<file path="src/rtl/ks_pluck_engine.sv">
// ks_pluck_engine -- Karplus-Strong string engine driving a ks_regfile delay line.
//
// A pluck fills the delay line with 16-bit Galois LFSR noise (one word per
// cycle). After that, each sample tick reads the two adjacent taps at ptr-1
// and ptr, writes their (optionally decayed) average back at ptr, and emits
// the old value at ptr as the next audio sample.
//
// Optional feature macro: KS_DECAY_EN
//   defined   : written value = avg - (avg >>> DECAY_SHIFT), so the string dies out
//   undefined : written value = plain floor average of the two taps
//
// Ports:
//   clk, reset_n      clock, asynchronous active-low reset
//   pluck             one-cycle strike request (restarts the fill from any state)
//   tick              one-cycle sample-rate strobe
//   rs_write          regfile write enable
//   rs_addr           regfile address
//   rs_sample_in      regfile write data
//   rs_out1, rs_out2  regfile taps at rs_addr-1 (wrapping) and rs_addr
//   sample_out        signed audio sample, held between updates
//   sample_valid      one-cycle pulse when sample_out updates
//   busy              high while the delay line is being filled
//   overrun           sticky: a tick arrived while an update or fill was running

module ks_pluck_engine #(
    parameter int LEN         = 218,
    parameter int DECAY_SHIFT = 8
) (
    input  logic        clk,
    input  logic        reset_n,
    input  logic        pluck,
    input  logic        tick,
    output logic        rs_write,
    output logic [7:0]  rs_addr,
    output logic [15:0] rs_sample_in,
    input  logic [15:0] rs_out1,
    input  logic [15:0] rs_out2,
    output logic [15:0] sample_out,
    output logic        sample_valid,
    output logic        busy,
    output logic        overrun
);

    if (LEN < 2 || LEN > 256 || DECAY_SHIFT < 0 || DECAY_SHIFT > 15) begin : g_bad_cfg
        $error("ks_pluck_engine: LEN must be 2..256 and DECAY_SHIFT 0..15");
    end

    localparam logic [7:0]  LAST      = 8'(LEN - 1);
    localparam logic [15:0] LFSR_SEED = 16'hACE1;
    // x^16+x^14+x^13+x^11+1 in right-shifting Galois form
    localparam logic [15:0] LFSR_MASK = 16'hB400;

    typedef enum logic [2:0] {S_IDLE, S_FILL, S_WAIT, S_READ, S_WRITE} state_t;

    state_t      state;
    logic [15:0] lfsr;
    logic [15:0] lfsr_nx;
    logic [7:0]  ptr;
    logic [7:0]  ptr_nx;
    logic [15:0] cur_q;
    logic [16:0] tap_sum;
    logic [15:0] avg;
    logic [15:0] avg_calc;

    assign lfsr_nx = lfsr[0] ? ((lfsr >> 1) ^ LFSR_MASK) : (lfsr >> 1);
    assign ptr_nx  = (ptr == LAST) ? 8'd0 : ptr + 8'd1;

    // 17-bit signed sum; bits [16:1] are the floor-halved average.
    assign tap_sum = {rs_out1[15], rs_out1} + {rs_out2[15], rs_out2};
    assign avg     = tap_sum[16:1];

`ifdef KS_DECAY_EN
    assign avg_calc = avg - 16'($signed(avg) >>> DECAY_SHIFT);
`else
    assign avg_calc = avg;
`endif

    // rs_addr doubles as the fill counter during FILL; rs_sample_in holds the
    // averaged value captured in READ for the WRITE cycle. lfsr always holds
    // the next noise word to be written.
    always_ff @(posedge clk or negedge reset_n) begin
        if (!reset_n) begin
            state        <= S_IDLE;
            rs_write     <= 1'b0;
            rs_addr      <= 8'd0;
            rs_sample_in <= 16'd0;
            sample_out   <= 16'd0;
            sample_valid <= 1'b0;
            busy         <= 1'b0;
            overrun      <= 1'b0;
            ptr          <= 8'd0;
            cur_q        <= 16'd0;
            lfsr         <= LFSR_SEED;
        end else begin
            sample_valid <= 1'b0;
            // A tick coinciding with a pluck is discarded silently.
            if (tick && !pluck &&
                (state == S_FILL || state == S_READ || state == S_WRITE))
                overrun <= 1'b1;

            if (pluck) begin
                state        <= S_FILL;
                rs_write     <= 1'b1;
                rs_addr      <= 8'd0;
                rs_sample_in <= lfsr;
                lfsr         <= lfsr_nx;
                busy         <= 1'b1;
            end else begin
                case (state)
                    S_FILL: begin
                        if (rs_addr == LAST) begin
                            state        <= S_WAIT;
                            rs_write     <= 1'b0;
                            rs_addr      <= 8'd0;
                            rs_sample_in <= 16'd0;
                            ptr          <= 8'd0;
                            busy         <= 1'b0;
                        end else begin
                            rs_addr      <= rs_addr + 8'd1;
                            rs_sample_in <= lfsr;
                            lfsr         <= lfsr_nx;
                        end
                    end
                    S_WAIT: begin
                        if (tick)
                            state <= S_READ;
                    end
                    S_READ: begin
                        cur_q        <= rs_out2;
                        rs_sample_in <= avg_calc;
                        rs_write     <= 1'b1;
                        state        <= S_WRITE;
                    end
                    S_WRITE: begin
                        sample_out   <= cur_q;
                        sample_valid <= 1'b1;
                        ptr          <= ptr_nx;
                        rs_addr      <= ptr_nx;
                        rs_write     <= 1'b0;
                        rs_sample_in <= 16'd0;
                        state        <= S_WAIT;
                    end
                    default: ;
                endcase
            end
        end
    end

endmodule

</file>
<file path="config.mk">
export PLATFORM = sky130hd
export DESIGN_NAME = ks_pluck_engine
export DESIGN_NICKNAME = d
export VERILOG_FILES = /design/src/rtl/ks_pluck_engine.sv
export SDC_FILE = /design/constraint.sdc
export NUM_CORES = 1
export LEC_CHECK = 0
export CAP_MARGIN = 20
export CORE_ASPECT_RATIO = 0.5
export CORE_MARGIN = 5
export CORE_UTILIZATION = 25
export DETAILED_ROUTE_END_ITERATION = 10
export GPL_ROUTABILITY_DRIVEN = 0
export REMOVE_ABC_BUFFERS = 1
export SLEW_MARGIN = 20
export SYNTH_ARGS = -nofsm -noshare
export SYNTH_HDL_FRONTEND = slang
export SYNTH_SLANG_ARGS = --single-unit
</file>
<file path="constraint.sdc">
create_clock -name clk -period 2.5 [get_ports clk]
set_input_delay 0.5 -clock clk [delete_from_list [all_inputs] [get_ports clk]]
set_output_delay 0.5 -clock clk [all_outputs]
set_load 0.01 [all_outputs]
</file>
Word level (Yosys, flattened, before mapping):

Index checks and enable logic that the tools add are counted.

* add/subtract/negate cells: 3
* equal/unequal tests: 10
* multiplexer cells: 24
* bitwise operators: 2
* reductions and logical operators: 18

Operator list (count)
* $mux 16: 6
* $pmux 16 s3: 1
* $mux 8: 4
* $pmux 8 s2: 2
* $add 16x16->17: 1
* $add 8x1->8 const B: 2
* $eq 8x8->1 const B: 2
* $pmux 3 s4: 1
* $reduce_and 2->1: 5
* $mux 3: 3
* $eq 3x2->1 const B: 2
* $mux 1: 6
* $reduce_and 3->1: 2
* $reduce_bool 2->1: 3
* $reduce_bool 5->1: 1
* $not 3->4: 1
* $reduce_bool 4->1: 1
* $eq 3x1->1 const B: 1
* $eq 3x3->1 const B: 1
* $ne 3x2->1 const B: 1
* $ne 3x3->1 const B: 1
* $pmux 1 s3: 1
* $reduce_bool 3->1: 1
* $logic_and 1x1->1: 2
* other kinds (5): 6

* flip-flop bits (word level): 87
* output and inout bits: 44
* logic and storage cells: 68

Longest topological paths before layout:

Gate-level depths: netlist of run 1.

* depth in word-level cells: 5
* mapped depth: 10
* gate-level depth less buffers: 8

Worst setup path after synthesis of run 1:

OpenSTA, ideal clock, no wires.

* path type: input to register
* from: in rs_out1[1]
* to: reg rs_sample_in[15]
* arrival time: 2.030 ns
* data required time: 2.359 ns
* setup slack: 0.329 ns
* stages on the path: 8
* buffers on the path: 0
* cells stage by stage: inv_1 fa_1 nor2b_1 o31a_1 o22ai_1 o21ba_2 o311ai_0 nand3_1

* longest elaborated chain between the ends: 3

RTL lines
* from (decl): RTL line 36 `input logic [15:0] rs_out1,`
* $add 16x16->17: RTL line 69 `assign tap_sum = {rs_out1[15], rs_out1} + {rs_out2[15], rs_out2};`
* $pmux 16 s3: RTL line 109 `case (state)`
* $mux 16: RTL line 101 `if (pluck) begin`
* to (signal assigned): RTL line 105 `rs_sample_in <= lfsr;`
* to (signal assigned): RTL line 120 `rs_sample_in <= lfsr;`
* to (signal assigned): RTL line 130 `rs_sample_in <= avg_calc;`
* to (decl): RTL line 35 `output logic [15:0] rs_sample_in,`

No other way between the ends.
A chain may end at the register's enable or synchronous reset.

Worst setup path in the final report of run 1:

* from: in rs_out2[2]
* to: reg rs_sample_in[5]

* longest elaborated chain between the ends: 3

RTL lines
* from (decl): RTL line 37 `input logic [15:0] rs_out2,`
* $add 16x16->17: RTL line 69
* $pmux 16 s3: RTL line 109
* $mux 16: RTL line 101

No other way between the ends.

==> reports/qor.csv, run 1 <==
metric;value;unit
fmax;417;MHz
powerDensity;725;nW/µm²
yosysSeqAreaShare;47.2;%
synthTopCellsByArea;dfrtp_1, nand2_1, ha_1;
synth-seq-cells;87;
fillCellCount;1922;
relSlewSlack;60.4;%
post_drt_via_cell_ratio;4.61;
routed_wl;12300;µm
wl_per_cell;14.7;µm
rrSetupSlack;0.38;ns
setup_slack;0.0994;ns
ys.flop_type;dfrtp_1;
startpoint;rs_out2[2];
crit_path_end_kind;register;
overflow;0;
synthCells;488;
clk_pin_slew;0.07;ns
syn_avg_cell_area;9.50;µm²
cts_made_buffers;9;
finalClockSkew;0.00804;ns
cts_sinks;87;
arrival;2.63;ns
cts_tree;done;
synth_area;4640;µm²
clock_latency;0.34;ns
synth_edf_count;0;
initial_core_util;25.3;%
drc;0;
grt_pass1_vias;3935;
worstMarginPinSlew;0.591;ns
post-dp-hpwl;9350;µm
worst-setup-path-type;in -> reg;
drive_above_1_share;15.7;%
clk_path_buf_depth;2;
final_area;6180;µm²
diodes;0;
core;18300;µm²
r2r-start;rs_addr[1]$_DFFE_PN0P_;
die-height;106;µm
synthToLayoutAreaGrowth;33.2;%
port_buffers;79;
crit_slowest_cell;clkdlybuf4s50_1;
htreeDepth;3;
utilization;33.7;%
crit_required;2.73;ns
ff_latch_area;2190;µm²
yosysTopAreaCell;dfrtp_1;
via_count;3843;
multiInputGateArea;2290;µm²
holdWs;0.0921;ns
std_cell_rows;35;
placed_area;5860;µm²
worstSetupStartpointType;primary input;
ir_worst_vdd;0.348;mV
die-area;21500;µm²
hold_viol;0;
worstRegToRegCells;8;
die_w;203;µm
path_cells;clkdlybuf4s50_1, ha_1, nor2b_2, o31a_1, buf_4, o21a_1, or3_1, a32oi_1, o21ai_1;
detailedPlace.worstSlack;-0.323;ns
grt_max_degree;35;
slowest_delay;0.43;ns
synthArstFlopShare;100;%
status;finished clean;
period_needed;2.40;ns
cts_root_buffer;clkbuf_16;
r2r-end;ptr[2]$_DFFE_PN0P_;
postRouteAntennaNets;0;
min_path_type;in -> async;
num_io_pins;80;
synthDominantCellAreaShare;42.6;%
post_cts_buffers;0;
final_nets;645;
period_share;96.0;%
grt_util_all_layers;11.6;%
synth_warnings;0;
dr.pass1.iters;4;
grt_pass1_wl;20200;µm
setup_tns;0;ns
drt_iter0_markers;225;
ys_types;66;
cap_viol_max_count;0;
cp_max_fo;4;
leakagePower;2.72;nW
antenna_found_initial;0;
finalSetupViolations;0;
slew_violations;0;
## state kept, by name (all words and copies together), names as in the netlist
signal / count
cur_q: 16
lfsr: 16
rs_sample_in: 16
sample_out: 16
ptr: 8
rs_addr: 8
state: 3
busy: 1
overrun: 1
rs_write: 1
sample_valid: 1
## repair_timing
item	4_1_cts	5_1_grt
endpoints found under the setup margin	0	1
resized for setup	0	2
hold buffers	0	0
## worst max path at each step
| stage | endpoint | slack, ns |
|---|---|---|
| floorplan | rs_sample_in[15]$_DFFE_PN0N_ | 0.33 |
| CTS | rs_sample_in[15]$_DFFE_PN0N_ | 0.07 |
| detailed placement | rs_sample_in[15]$_DFFE_PN0N_ | -0.32 |
| global placement | rs_sample_in[15]$_DFFE_PN0N_ | -0.26 |
| finish | rs_sample_in[5]$_DFFE_PN0N_ | 0.1 |
| global route | rs_sample_in[15]$_DFFE_PN0N_ | -0.005 |
## metal layers
metal  track usage [%]  up-vias  wire length, µm
li1                  -     1898                -
met1              15.2     1875             5790
met2              19.2       58             5850
met3              3.14       12              472
met4              3.05        0              162
met5                 0        -                0
## cell families (layout without fill, tap and decap cells)
logic type | Yosys count | in the layout | share of synthesized area (%)
compound gates | 108 | 108 | 15.7
xor+xnor | 19 | 19 | 3.59
fa+ha+maj | 20 | 20 | 5.56
buf+inv | 34 | 140 | 3.40
flops | 87 | 87 | 47.2
mux | 19 | 19 | 4.78
simple gates | 201 | 201 | 19.8
## power by group
group / internal [W] / switching, W
logic: 0.000586 / 0.000473
clock network: 0.000821 / 0.000616
registers: 0.00175 / 0.000235
## metrics by stage
step                instances  power, W
finish                    834   0.00448
global route              834   0.00475
CTS                       834   0.00455
detailed placement        818   0.00310
global placement          818   0.00307
floorplan                 466   0.00247
## placed cells by master, fill, tap and decap left out, types with 5 or more instances in the layout
cell | netlist | final
and3_1 | 8 | 8
o21ai_0 | 27 | 27
nand3_1 | 13 | 13
inv_1 | 11 | 11
a31oi_1 | 5 | 5
buf_4 | 1 | 34
dfrtp_1 | 79 | 79
nor2_1 | 28 | 28
o22ai_1 | 5 | 5
a21oi_1 | 22 | 22
nand2_1 | 119 | 119
mux2_2 | 13 | 13
xnor2_1 | 14 | 14
o21ai_1 | 7 | 7
xor2_1 | 5 | 5
clkbuf_16 | 0 | 9
clkdlybuf4s50_1 | 0 | 78
ha_1 | 19 | 19
dfstp_2 | 8 | 8
a22o_1 | 5 | 5
## layout make-up
| cell class | instances | area share, % |
|---|---|---|
| clock buffer | 10 | 3.87 |
| clock inverter | 6 | 1.22 |
| inverter | 12 | 0.729 |
| multi-input combinational | 367 | 37.1 |
| sequential | 87 | 35.4 |
| tap | 240 | 4.86 |
| timing repair buffer | 112 | 16.8 |
## critical path: cells and delay by family
family	cells	cell delay [ns]
compound gates	4	0.70
fa+ha+maj	1	0.34
buf+inv	2	0.57
simple gates	2	0.50
## synth_stat cells (3+ instances only)
cell,instances
a21oi_1,22
a221oi_1,4
a22o_1,5
a31o_2,4
a31oi_1,5
and3_1,8
buf_2,9
clkbuf_1,9
dfrtp_1,79
dfstp_2,8
ha_1,19
inv_1,11
mux2_1,4
mux2_2,13
nand2_1,119
nand2_2,3
nand2b_1,4
nand3_1,13
nor2_1,28
nor2b_1,4
nor3_1,3
o211ai_1,4
o21ai_0,27
o21ai_1,7
o22ai_1,5
o31ai_1,4
xnor2_1,14
xor2_1,5
Power figures use the tool's default switching activity.
==> inputs of run 2 (changes only) <==
--- a/config.mk
+++ b/config.mk
@@ -6,12 +6,16 @@
 export NUM_CORES = 1
 export LEC_CHECK = 0
 export CAP_MARGIN = 20
+export CELL_PAD_IN_SITES_DETAIL_PLACEMENT = 0
+export CELL_PAD_IN_SITES_GLOBAL_PLACEMENT = 2
 export CORE_ASPECT_RATIO = 0.5
 export CORE_MARGIN = 5
 export CORE_UTILIZATION = 25
 export DETAILED_ROUTE_END_ITERATION = 10
 export GPL_ROUTABILITY_DRIVEN = 0
+export PLACE_DENSITY_LB_ADDON = 0.1
 export REMOVE_ABC_BUFFERS = 1
+export SKIP_CTS_REPAIR_TIMING = 1
 export SLEW_MARGIN = 20
 export SYNTH_ARGS = -nofsm -noshare
 export SYNTH_HDL_FRONTEND = slang
==> run 2 against run 1 <==
Against the previous run:
- count of clock-buffer cells in the layout decreased by 1
- cell area is 1.7% higher
- flip-flop and latch count is the same
- core utilization up 0.57 points
- critical path depth stayed put
- critical endpoint unchanged
- maximum frequency increased by 1.1%
- hold slack improved by 0.068 ns
- routed wire length up 8.3%
- clock skew down 0.0013 ns
- largest power group unchanged
- first-iteration DRC count shrank 38%
- register-to-register slack improved by 0.10 ns
==> reports/qor.csv, run 2 (synthesized netlist as in run 1, its figures left out) <==
metric;value;unit;change
cpLargestDelayFamily;compound AO/OA/AOI/OAI gates;;
leakagePower;2.76;nW;+1.7%
rrSetupSlack;0.48;ns;+0.10 ns
period_share;95.0;%;-1.0 points
gr-usage-met3;3.57;%;+0.43 points
detailedPlace.worstSlack;-0.309;ns;+0.0138 ns
num_io_pins;80;;unchanged
r2r-start;ptr[0]$_DFFE_PN0P_;;
slew_violations;0;;unchanged
worstSetupStartpointType;primary input;;
worstMarginPinSlew;0.623;ns;+0.0319 ns
cts_root_buffer;clkbuf_16;;
die-height;106;µm;unchanged
holdWs;0.161;ns;+0.0684 ns
post-dp-hpwl;9820;µm;+5.0%
top_usage_layer;met2;;
routed_wl;13300;µm;+8.3%
antenna_found_initial;0;;unchanged
fin_cells;840;;+0.72%
worst-setup-path-type;in -> reg;;
cap_viol_max_count;0;;unchanged
die_w;203;µm;unchanged
clk_path_buf_depth;2;;unchanged
grt_util_all_layers;12.8;%;+1.2 points
final_cell_mix;nand2_1, dfrtp_1, clkdlybuf4s50_1;;
htreeDepth;3;;unchanged
die-area;21500;µm²;unchanged
fmax;421;MHz;+1.1%
grt_pass1_wl;21800;µm;+8.1%
ir_worst_vdd;0.332;mV;-4.5%
cp_max_fo;4;;unchanged
worstRegToRegCells;7;;-1
finalClockSkew;0.00669;ns;-0.00135 ns
crit_path_end_kind;register;;
layout_commonest_cell;nand2_1;;
dr.pass1.iters;4;;unchanged
finalSetupViolations;0;;unchanged
post_drt_via_cell_ratio;4.61;;+0.14%
port_buffers;79;;unchanged
postRouteAntennaNets;0;;unchanged
min_path_type;in -> async;;
rsz0062_at_grt;false;;
drive_above_1_share;16.8;%;+1.2 points
cts_tree;done;;
final_nets;651;;+0.93%
placed_cells;824;;+0.73%
slowest_delay;0.43;ns;about the same
setup_slack;0.125;ns;+0.0258 ns
crit_required;2.73;ns;about the same
grt_max_degree;46;;+31%
r2r-end;rs_addr[7]$_DFFE_PN0P_;;
drt_iter0_markers;139;;-38%
clock_latency;0.35;ns;about the same
wl_per_cell;15.8;µm;+7.6%
fillCellCount;1937;;+0.78%
arrival;2.61;ns;-0.02 ns
cts_sinks;87;;unchanged
grt_pass1_vias;3988;;+1.3%
synthToLayoutAreaGrowth;35.5;%;
std_cell_rows;35;;unchanged
gr-usage-met1;17.2;%;+1.9 points
initial_core_util;25.3;%;unchanged
path_cells;clkdlybuf4s50_1, ha_1, nor2b_2, o31a_1, buf_4, o21a_1, or3_1, a32oi_1, o21ai_1;;
relSlewSlack;58.5;%;-1.9 points
clk_pin_slew;0.07;ns;about the same
drc;0;;unchanged
status;finished clean;;
cts_made_buffers;9;;unchanged
diodes;0;;unchanged
powerDensity;725;nW/µm²;about the same
crit_buf_inv;2;;unchanged
hold_viol;0;;unchanged
via_count;3876;;+0.86%
core;18300;µm²;unchanged
overflow;0;;unchanged
crit_slowest_cell;clkdlybuf4s50_1;;
period_needed;2.37;ns;-0.0258 ns
grtUsageMet2;20.6;%;+1.4 points
## run 2: report_power, final
part           internal [W]  total [W]  leakage, nW  switching [W]
sequential          0.00175    0.00199         1.09       0.000237
clock              0.000878    0.00149        0.152       0.000615
combinational      0.000603    0.00108         1.52       0.000474
## run 2: layer usage
metal | routed length (µm) | up-vias | part of all wire, %
met5 | 0 | - | 0
met4 | 203 | 0 | 1.5
met3 | 503 | 15 | 3.8
met2 | 6220 | 65 | 47
met1 | 6360 | 1876 | 48
li1 | - | 1920 | -
## run 2: worst max path at each step
stage               start                            to  cells past startpoint
6_report       rs_out2[2]   rs_sample_in[5]$_DFFE_PN0N_                      9
5_1_grt        rs_out1[1]  rs_sample_in[15]$_DFFE_PN0N_                      9
2_1_floorplan  rs_out1[1]  rs_sample_in[15]$_DFFE_PN0N_                      8
3_5_place_dp   rs_out1[1]  rs_sample_in[15]$_DFFE_PN0N_                      9
3_3_place_gp   rs_out1[1]  rs_sample_in[15]$_DFFE_PN0N_                      9
4_1_cts        rs_out1[1]  rs_sample_in[15]$_DFFE_PN0N_                      9
## run 2: layout make-up
type / count / area (µm²) / area share (%)
clock buffers: 9 / 225 / 3.58
flip-flops and latches: 87 / 2190 / 34.8
repair buffers: 118 / 1120 / 17.8
clock inverters: 7 / 97.6 / 1.55
multi-input cells: 367 / 2310 / 36.7
inverters: 12 / 45.0 / 0.717
well taps: 240 / 300 / 4.78
## run 2: through the flow
stage	setup TNS, ns	instance area, µm²	utilization [%]	total power (W)
2_1_floorplan	0	4520	-	0.00247
3_3_place_gp	-1.71	5940	32.5	0.00312
3_5_place_dp	-1.93	5940	32.5	0.00312
4_1_cts	0	6270	34.2	0.00465
5_1_grt	0	6280	34.3	0.00483
6_report	0	6280	34.3	0.00456
